**config.mk**
```make
export PLATFORM = sky130hd
export DESIGN_NAME = dcm_prog_rx
export DESIGN_NICKNAME = d
export VERILOG_FILES = /design/src/rtl/dcm_prog_pkg.sv /design/src/rtl/dcm_prog_shift.sv /design/src/rtl/dcm_prog_rx.sv
export SDC_FILE = /design/constraint.sdc
export NUM_CORES = 1
export LEC_CHECK = 0
export BUFFER_PORTS_ARGS = -buffer_cell sky130_fd_sc_hd__buf_2
export CAP_MARGIN = 20
export CORE_UTILIZATION = 30
export DETAILED_ROUTE_END_ITERATION = 8
export PLACE_DENSITY = 0.52
export REMOVE_ABC_BUFFERS = 1
export SLEW_MARGIN = 10
export SYNTH_ARGS = -nofsm -noshare
export SYNTH_HDL_FRONTEND = slang
export SYNTH_HIERARCHICAL = 1
export SYNTH_SLANG_ARGS = --single-unit
```
**constraint.sdc**
```tcl
create_clock -name clk -period 2 [get_ports clk]
set_input_delay 0.4 -clock clk [delete_from_list [all_inputs] [get_ports clk]]
set_output_delay 0.4 -clock clk [all_outputs]
set_load 0.05 [all_outputs]
```
**src/rtl/dcm_prog_pkg.sv**
```systemverilog
// ============================================================================
// Module : dcm_prog_pkg
// Brief  : Shared states, frame constants and field conversion for dcm_prog_rx.
// Rev    : 1.0
// ============================================================================
`default_nettype none

package dcm_prog_pkg;

    typedef enum logic [2:0] {
        ST_IDLE  = 3'd0,
        ST_SEL   = 3'd1,
        ST_SHIFT = 3'd2,
        ST_END   = 3'd3,
        ST_DRAIN = 3'd4,
        ST_GOCHK = 3'd5,
        ST_APPLY = 3'd6
    } state_t;

    localparam int   LOAD_BITS = 10;
    localparam int   DATA_BITS = 8;
    localparam logic SEL_D     = 1'b0;
    localparam logic SEL_M     = 1'b1;

    // Frames carry value-1 so that 256 fits in the 8-bit field.
    function automatic logic [8:0] field_to_val(input logic [DATA_BITS-1:0] field);
        return {1'b0, field} + 9'd1;
    endfunction

endpackage

`default_nettype wire

```
**src/rtl/dcm_prog_shift.sv**
```systemverilog
// ============================================================================
// Module : dcm_prog_shift
// Brief  : 8-bit LSB-first shift register with bit counter and done flag.
// Rev    : 1.0
// ============================================================================
`default_nettype none

module dcm_prog_shift
    import dcm_prog_pkg::*;
(
    input  logic                 clk,
    input  logic                 rst,
    input  logic                 clr_i,
    input  logic                 en_i,
    input  logic                 bit_i,
    output logic [DATA_BITS-1:0] data_o,
    output logic                 last_o,
    output logic                 done_o
);

    localparam int CW = $clog2(DATA_BITS);

    logic [DATA_BITS-1:0] data_q;
    logic [CW-1:0]        cnt_q;
    logic                 done_q;

    always_ff @(posedge clk or posedge rst) begin
        if (rst) begin
            data_q <= '0;
            cnt_q  <= '0;
            done_q <= 1'b0;
        end else if (clr_i) begin
            cnt_q  <= '0;
            done_q <= 1'b0;
        end else if (en_i) begin
            // First bit received ends up in bit 0 after all shifts.
            data_q <= {bit_i, data_q[DATA_BITS-1:1]};
            cnt_q  <= cnt_q + CW'(1);
            if (last_o) begin
                done_q <= 1'b1;
            end
        end
    end

    assign last_o = (cnt_q == CW'(DATA_BITS - 1));
    assign data_o = data_q;
    assign done_o = done_q;

endmodule

`default_nettype wire

```
**src/rtl/dcm_prog_rx.sv**
```systemverilog
// ============================================================================
// Module : dcm_prog_rx
// Brief  : DCM_CLKGEN serial programming responder (load-D/load-M/GO frames).
//          Optional build macro: DCMPROG_RANGE_CHECK_EN rejects M=1 loads.
// Rev    : 1.0
// ============================================================================
`default_nettype none

module dcm_prog_rx
    import dcm_prog_pkg::*;
#(
    parameter int DEFAULT_M    = 31,
    parameter int DEFAULT_D    = 21,
    parameter int APPLY_CYCLES = 16
) (
    input  logic       clk,
    input  logic       rst,
    input  logic       progen,
    input  logic       progdata,
    output logic       progdone,
    output logic [8:0] mult,
    output logic [8:0] div,
    output logic       locked,
    output logic       apply,
    output logic       frame_err
);

    state_t         state_q;
    logic           sel_q;
    logic [8:0]     staged_m_q;
    logic [8:0]     staged_d_q;
    logic [8:0]     mult_q;
    logic [8:0]     div_q;
    logic [7:0]     cnt_q;
    logic           progdone_q;
    logic           locked_q;
    logic           apply_q;
    logic           frame_err_q;
    logic           busy_err_q;

    logic [DATA_BITS-1:0] w_field;
    logic                 w_shift_last;
    logic                 w_shift_done;
    logic                 w_shift_clr;
    logic                 w_shift_en;

    assign w_shift_clr = (state_q == ST_SEL);
    assign w_shift_en  = (state_q == ST_SHIFT) && progen;

    dcm_prog_shift u_shift (
        .clk    (clk),
        .rst    (rst),
        .clr_i  (w_shift_clr),
        .en_i   (w_shift_en),
        .bit_i  (progdata),
        .data_o (w_field),
        .last_o (w_shift_last),
        .done_o (w_shift_done)
    );

    always_ff @(posedge clk or posedge rst) begin
        if (rst) begin
            state_q     <= ST_IDLE;
            sel_q       <= SEL_D;
            staged_m_q  <= 9'(DEFAULT_M);
            staged_d_q  <= 9'(DEFAULT_D);
            mult_q      <= 9'(DEFAULT_M);
            div_q       <= 9'(DEFAULT_D);
            cnt_q       <= '0;
            progdone_q  <= 1'b1;
            locked_q    <= 1'b1;
            apply_q     <= 1'b0;
            frame_err_q <= 1'b0;
            busy_err_q  <= 1'b0;
        end else begin
            apply_q     <= 1'b0;
            frame_err_q <= 1'b0;
            case (state_q)
                ST_IDLE: begin
                    if (progen) begin
                        state_q <= progdata ? ST_SEL : ST_GOCHK;
                    end
                end
                ST_SEL: begin
                    if (progen) begin
                        sel_q   <= progdata;
                        state_q <= ST_SHIFT;
                    end else begin
                        frame_err_q <= 1'b1;
                        state_q     <= ST_IDLE;
                    end
                end
                ST_SHIFT: begin
                    if (!progen) begin
                        frame_err_q <= 1'b1;
                        state_q     <= ST_IDLE;
                    end else if (w_shift_last) begin
                        state_q <= ST_END;
                    end
                end
                ST_END: begin
                    if (progen) begin
                        frame_err_q <= 1'b1;
                        state_q     <= ST_DRAIN;
                    end else begin
                        state_q <= ST_IDLE;
                        if (!w_shift_done) begin
                            frame_err_q <= 1'b1;
                        end else if (sel_q == SEL_D) begin
                            staged_d_q <= field_to_val(w_field);
                        end else begin
`ifdef DCMPROG_RANGE_CHECK_EN
                            if (w_field == '0) begin
                                frame_err_q <= 1'b1;
                            end else begin
                                staged_m_q <= field_to_val(w_field);
                            end
`else
                            staged_m_q <= field_to_val(w_field);
`endif
                        end
                    end
                end
                ST_DRAIN: begin
                    if (!progen) begin
                        state_q <= ST_IDLE;
                    end
                end
                ST_GOCHK: begin
                    if (progen) begin
                        frame_err_q <= 1'b1;
                        state_q     <= ST_DRAIN;
                    end else begin
                        progdone_q <= 1'b0;
                        locked_q   <= 1'b0;
                        busy_err_q <= 1'b0;
                        cnt_q      <= 8'(APPLY_CYCLES);
                        state_q    <= ST_APPLY;
                        // With a one-cycle apply window the commit lands here.
                        if (APPLY_CYCLES == 1) begin
                            mult_q  <= staged_m_q;
                            div_q   <= staged_d_q;
                            apply_q <= 1'b1;
                        end
                    end
                end
                ST_APPLY: begin
                    if (progen && !busy_err_q) begin
                        frame_err_q <= 1'b1;
                        busy_err_q  <= 1'b1;
                    end
                    if (cnt_q == 8'd1) begin
                        progdone_q <= 1'b1;
                        locked_q   <= 1'b1;
                        state_q    <= (busy_err_q || progen) ? ST_DRAIN : ST_IDLE;
                    end else begin
                        cnt_q <= cnt_q - 8'd1;
                        if (cnt_q == 8'd2) begin
                            mult_q  <= staged_m_q;
                            div_q   <= staged_d_q;
                            apply_q <= 1'b1;
                        end
                    end
                end
                default: begin
                    state_q <= ST_IDLE;
                end
            endcase
        end
    end

    assign progdone  = progdone_q;
    assign mult      = mult_q;
    assign div       = div_q;
    assign locked    = locked_q;
    assign apply     = apply_q;
    assign frame_err = frame_err_q;

endmodule

`default_nettype wire

```
Word level (Yosys, flattened, before mapping) --
Index checks and enable logic that the tools add are counted.
Word-level totals: output and inout bits 22, bits of input ports 4, flip-flop bits (word level) 64, word-level logic and storage cells 89
Operators by class: $add $sub $neg 3, reduce and logical (&&, ||, !) cells 19, equal/unequal tests 16, mux-type cells 33, bitwise logic cells 4
Operators with widths (count):
- 3-bit two-way mux | 10
- 3-bit case mux with 7 select lines | 1
- 8-bit two-way mux | 2
- 8-bit case mux with 2 select lines | 1
- 1-bit two-way mux | 14
- 3-bit equality test (second input constant) | 4
- 2-bit != test (second input constant) | 6
- 3-bit AND reduction | 4
- 4-bit AND reduction | 3
- 8-bit by 1-bit adder with 9-bit output (second input constant) | 1
- 8-bit by 1-bit equality test with 1-bit output (second input constant) | 1
- 8-bit by 2-bit equality test with 1-bit output (second input constant) | 1
- 8-bit by 1-bit subtractor with 8-bit output (second input constant) | 1
- 3-bit by 2-bit equality test with 1-bit output (second input constant) | 2
- 2-bit AND reduction | 3
- 2-bit nonzero test | 3
- 2-bit two-way mux | 2
- 1-bit inverter | 4
- 1-bit case mux with 2 select lines | 2
- 1-bit case mux with 4 select lines | 1
- 3-bit by 1-bit adder with 3-bit output (second input constant) | 1
- 3-bit by 1-bit equality test with 1-bit output (second input constant) | 1
- 3-bit logical NOT | 1
- 3-bit by 2-bit != test with 1-bit output (second input constant) | 1
- other kinds (4) | 5

Logic depth before layout (Yosys ltp) --
word-level depth 4, depth in mapped cells 7, mapped depth without buffers 5

By module --
Netlist, hierarchy kept.
By module, submodules not included:
- dcm_prog_rx | times used 1, area each 2553.7 um2, cells each 210
- dcm_prog_shift | times used 1, area each 534.3 um2, cells each 34

Least setup slack after synthesis --
OpenSTA, ideal clock, no wires.
kind register to register, start point reg state_q[1], end point reg u_shift.data_q[0], in the netlist u_shift/data_o[0], setup time 0.125 ns, arrival time 1.843 ns, clock period less this slack 1.968 ns, setup slack 0.032 ns, cell stages (with the launch flop) 8, cell sequence dfrtp_1 > clkbuf_1 > inv_1 > nor4b_1 > buf_6 > nor2b_4 > buf_6 > mux2_4
Between the ends: longest elaborated chain between the ends 3
Ends and longest elaborated chain:
- start, declared | RTL line dcm_prog_rx.sv:28 | state_t state_q;
- start signal, assigned | RTL line dcm_prog_rx.sv:81 | state_q <= progdata ? ST_SEL : ST_GOCHK;
- start signal, assigned | RTL line dcm_prog_rx.sv:155 | state_q <= (busy_err_q || progen) ? ST_DRAIN : ST_IDLE;
- 3-bit by 2-bit equality test with 1-bit output | RTL line dcm_prog_rx.sv:48 | assign w_shift_en = (state_q == ST_SHIFT) && progen;
- 1-bit logical AND | RTL line dcm_prog_rx.sv:48
- named net w_shift_en | RTL line dcm_prog_rx.sv:45 | logic w_shift_en;
- 2-bit AND reduction (no source line)
- end signal, assigned | RTL line dcm_prog_shift.sv:37 | data_q <= {bit_i, data_q[DATA_BITS-1:1]};
- end, declared | RTL line dcm_prog_shift.sv:23 | logic [DATA_BITS-1:0] data_q;
The timed path passes the listed nets, and every way through them passes these cells. A chain may end at the register's enable or synchronous reset.

==> impl_results.md <==
* Status: finished clean
* Slowest stage delay, CP at 0.54 ns
* Drt first pass iters at 4
* Hold-fix buffers at CTS at 0
* Crit path arrival time at 2.00 ns
* Worst-Skew Late Latency at 0.34 ns
* Maximum vdd ir drop at 0.000349 V
* Total CTS buffers at 9
* Max Root-Sink Buffers at 2
* Setup bufs post-CTS at 0
* Most frequent cells in the layout: dfrtp_1, buf_2, mux2_2
* Clk slew on worst S/H paths at 0.08 ns
* GPL Wtd Cong at 0.762
* Layout area overhead at 17.9%
* Setup slack after layout at 0.204 ns
* Initial antenna violation count at 0
* Clock root cell: clkbuf_8
* Final Util at 36.9%
* Required @ worst endpoint at 2.20 ns
* Setup violators final at 0
* MaxCap Viol Count at 0
* Clk sinks at 64
* Mux share of post-synthesis cell area at 17.5%
* Hold Crit Class: in2async
* PostCTS Resize Cnt at 0
* CTS tree: done
* Worst path cell trace: inv_1, ha_1, or4b_4, o21ai_2, o21ai_0
* Power Dens Cells at 1090 nW/um^2
* Highest clock rate at 0.557 GHz
* H-Tree Depth at 3
* First-pass GRT wire length at 9.57 mm
* Largest family of logic cells by synthesized area: multiplexers
* GR met2 Demand/Resource at 17.0%
* Met3 Use GR at 3.56%
* Io pins at 26
* Critical path peak fanout at 6
* Die X at 103 um
* Setup Total Neg Slack at 0 ns
* Slew headroom at 66.1%
* Leak pwr at 1.73 nW
* Row count at 36
* Placement Setup Slack at 0.0927 ns
* Detail Route Antenna Nets at 0
* Post-Synth Simple-Gate Area at 13.6%
* Count of final hold-check violations at 0
* Critical path type: reg2reg
* Total number of vias at 2025
* Mean Syn Cell Area at 12.7 sq um
* Post-synth EDFFs at 0
* Worst slew pin tran at 0.508 ns
* Startpoint Class: flip-flop
* Number of synthesized register bits at 64
* Top post-synthesis cells by area: dfrtp_1, dfstp_2, mux2_4
* Crit path time final at 1.80 ns
* Gr ovfl total at 0
* Crit. End Element: flip-flop
* Synth Flop Type: dfrtp_1
* Nets@finish at 291
* Worst R2R Setup Slack at 0.20 ns
* Hpwl dp at 4.01 mm
* Slowest CP cell: or4b_4
* Busiest grt layer: met2
* # diodes at 0
* Max-slew violations at 0
* All-Layer GR Usage at 12.0%
* Asr flop ratio synth at 100%
* Commonest non-fill, non-tap cell in the layout: dfrtp_1
* Full die area at 10700 sq um
* Vias in the first global route at 1939
* DR WL/cell at 13.6 um
* Share of layout cells above drive strength 1 at 41.6%
* Fin crit share at 89.8%
* Cells after Synth at 244
* IO buf count at 25
* CORE AREA at 9860 sq um
* DRC at 0
* WL final at 5.72 mm
* Yosys warns at 6
* Yosys top cell by area: dfrtp_1
* Cells after DPL at 403
* Post-synthesis adder-cell area fraction at 2.43%
* Layout Cells excl Fill at 419
* Die span in y at 103 um
* Routed vias/inst at 4.83
* M1 GR Usage at 16.6%
* Mapped cell area at 3090 sq um
* Initial DRC Count at 96
* Synth Area in Compound Gates at 8.63%
* Unrepaired setup endpoints after global routing: no
* Register area share after synthesis at 52.6%
* Initial Util at 31.3%
* Share of Yosys cell area claimed by the top area cell type at 38.1%
* Count of cell types in the netlist at 50
* Post-Synth XOR/XNOR Area at 1.42%
* Largest net degree at the start of global routing at 30
* Worst Skew at 0.00875 ns
==> layout make-up <==
cell class              count  area (sq um)
inverters                   9          33.8
clock buffers              10           138
fillers                   968          6220
flip-flops and latches     64          1620
multi-input cells         157          1350
well taps                 133           166
repair buffers             40           263
clock inverters             6          67.6
==> critical path, delay by kind of cell, from the launching register on <==
family                     cells  cell delay (ns)
AOI/OAI and AO/OA              2             0.36
adders and majority gates      1             0.22
buffers and inverters          1             0.11
DFF                            1             0.44
and+or+nand+nor                1             0.54
==> registers in the layout, indices dropped and copies added, names as in the netlist, 3 cells and up <==
| signal | count |
|---|---|
| div | 9 |
| u_shift/data_o | 8 |
| mult | 9 |
| state_q | 3 |
| staged_d_q | 9 |
| cnt_q | 8 |
| u_shift/cnt_q | 3 |
| staged_m_q | 9 |
==> logic make-up (layout without fill, tap and decap cells) <==
kind of cell             count (synthesis)  in the layout
AO/OA/AOI/OAI                           42             42
XOR/XNOR                                 5              5
adder cells (fa/ha/maj)                  6              6
buffers and inverters                   23             65
flip-flops                              64             64
multiplexers                            43             43
AND/OR/NAND/NOR                         61             61
==> path summary, 6_finish.rpt <==
check / start / endpoint / cells after the start
worst max-delay path: cnt_q[1] / state_q[2] / 5
worst min-delay path: rst / u_shift/data_o[3] / 2
worst max register to register: cnt_q[1] / state_q[2] / 5
worst min register to register: mult[7] / mult[7] / 1
max in group asynchronous: rst / locked / 3
min in group clk: progdata / u_shift/data_o[7] / 2
==> cells in the mapped netlist, drive strengths merged, types with 6 or more instances <==
| cell type | number |
|---|---|
| a31oi | 9 |
| inv | 9 |
| nand3 | 8 |
| nor2 | 10 |
| a21oi | 12 |
| mux2i | 6 |
| buf | 9 |
| ha | 6 |
| dfstp | 17 |
| nand4 | 6 |
| mux2 | 37 |
| dfrtp | 47 |
| o21ai | 8 |
==> through the flow <==
| step | total power (W) | area [sq um] | hold slack (ns) |
|---|---|---|---|
| floorplan | 0.00254 | 3000 | 0.265 |
| global placement | 0.00285 | 3430 | 0.476 |
| detailed placement | 0.00286 | 3430 | 0.468 |
| CTS | 0.00402 | 3640 | 0.0850 |
| global route | 0.00423 | 3640 | 0.118 |
| finish | 0.00398 | 3640 | 0.0880 |
==> power by group <==
part	leakage, nW	internal, W	switching (W)
sequential	0.800	0.00150	0.000277
combinational	0.832	0.000486	0.000588
clock	0.0989	0.000613	0.000511
total	1.73	0.00260	0.00137
==> metal layers <==
| layer | share of wire, % | up-vias |
|---|---|---|
| met5 | 0 | - |
| met4 | 1.8 | 0 |
| met3 | 3.2 | 8 |
| met2 | 43 | 34 |
| met1 | 52 | 1018 |
| li1 | - | 965 |
Note: power is estimated with default switching activity, not from simulation.
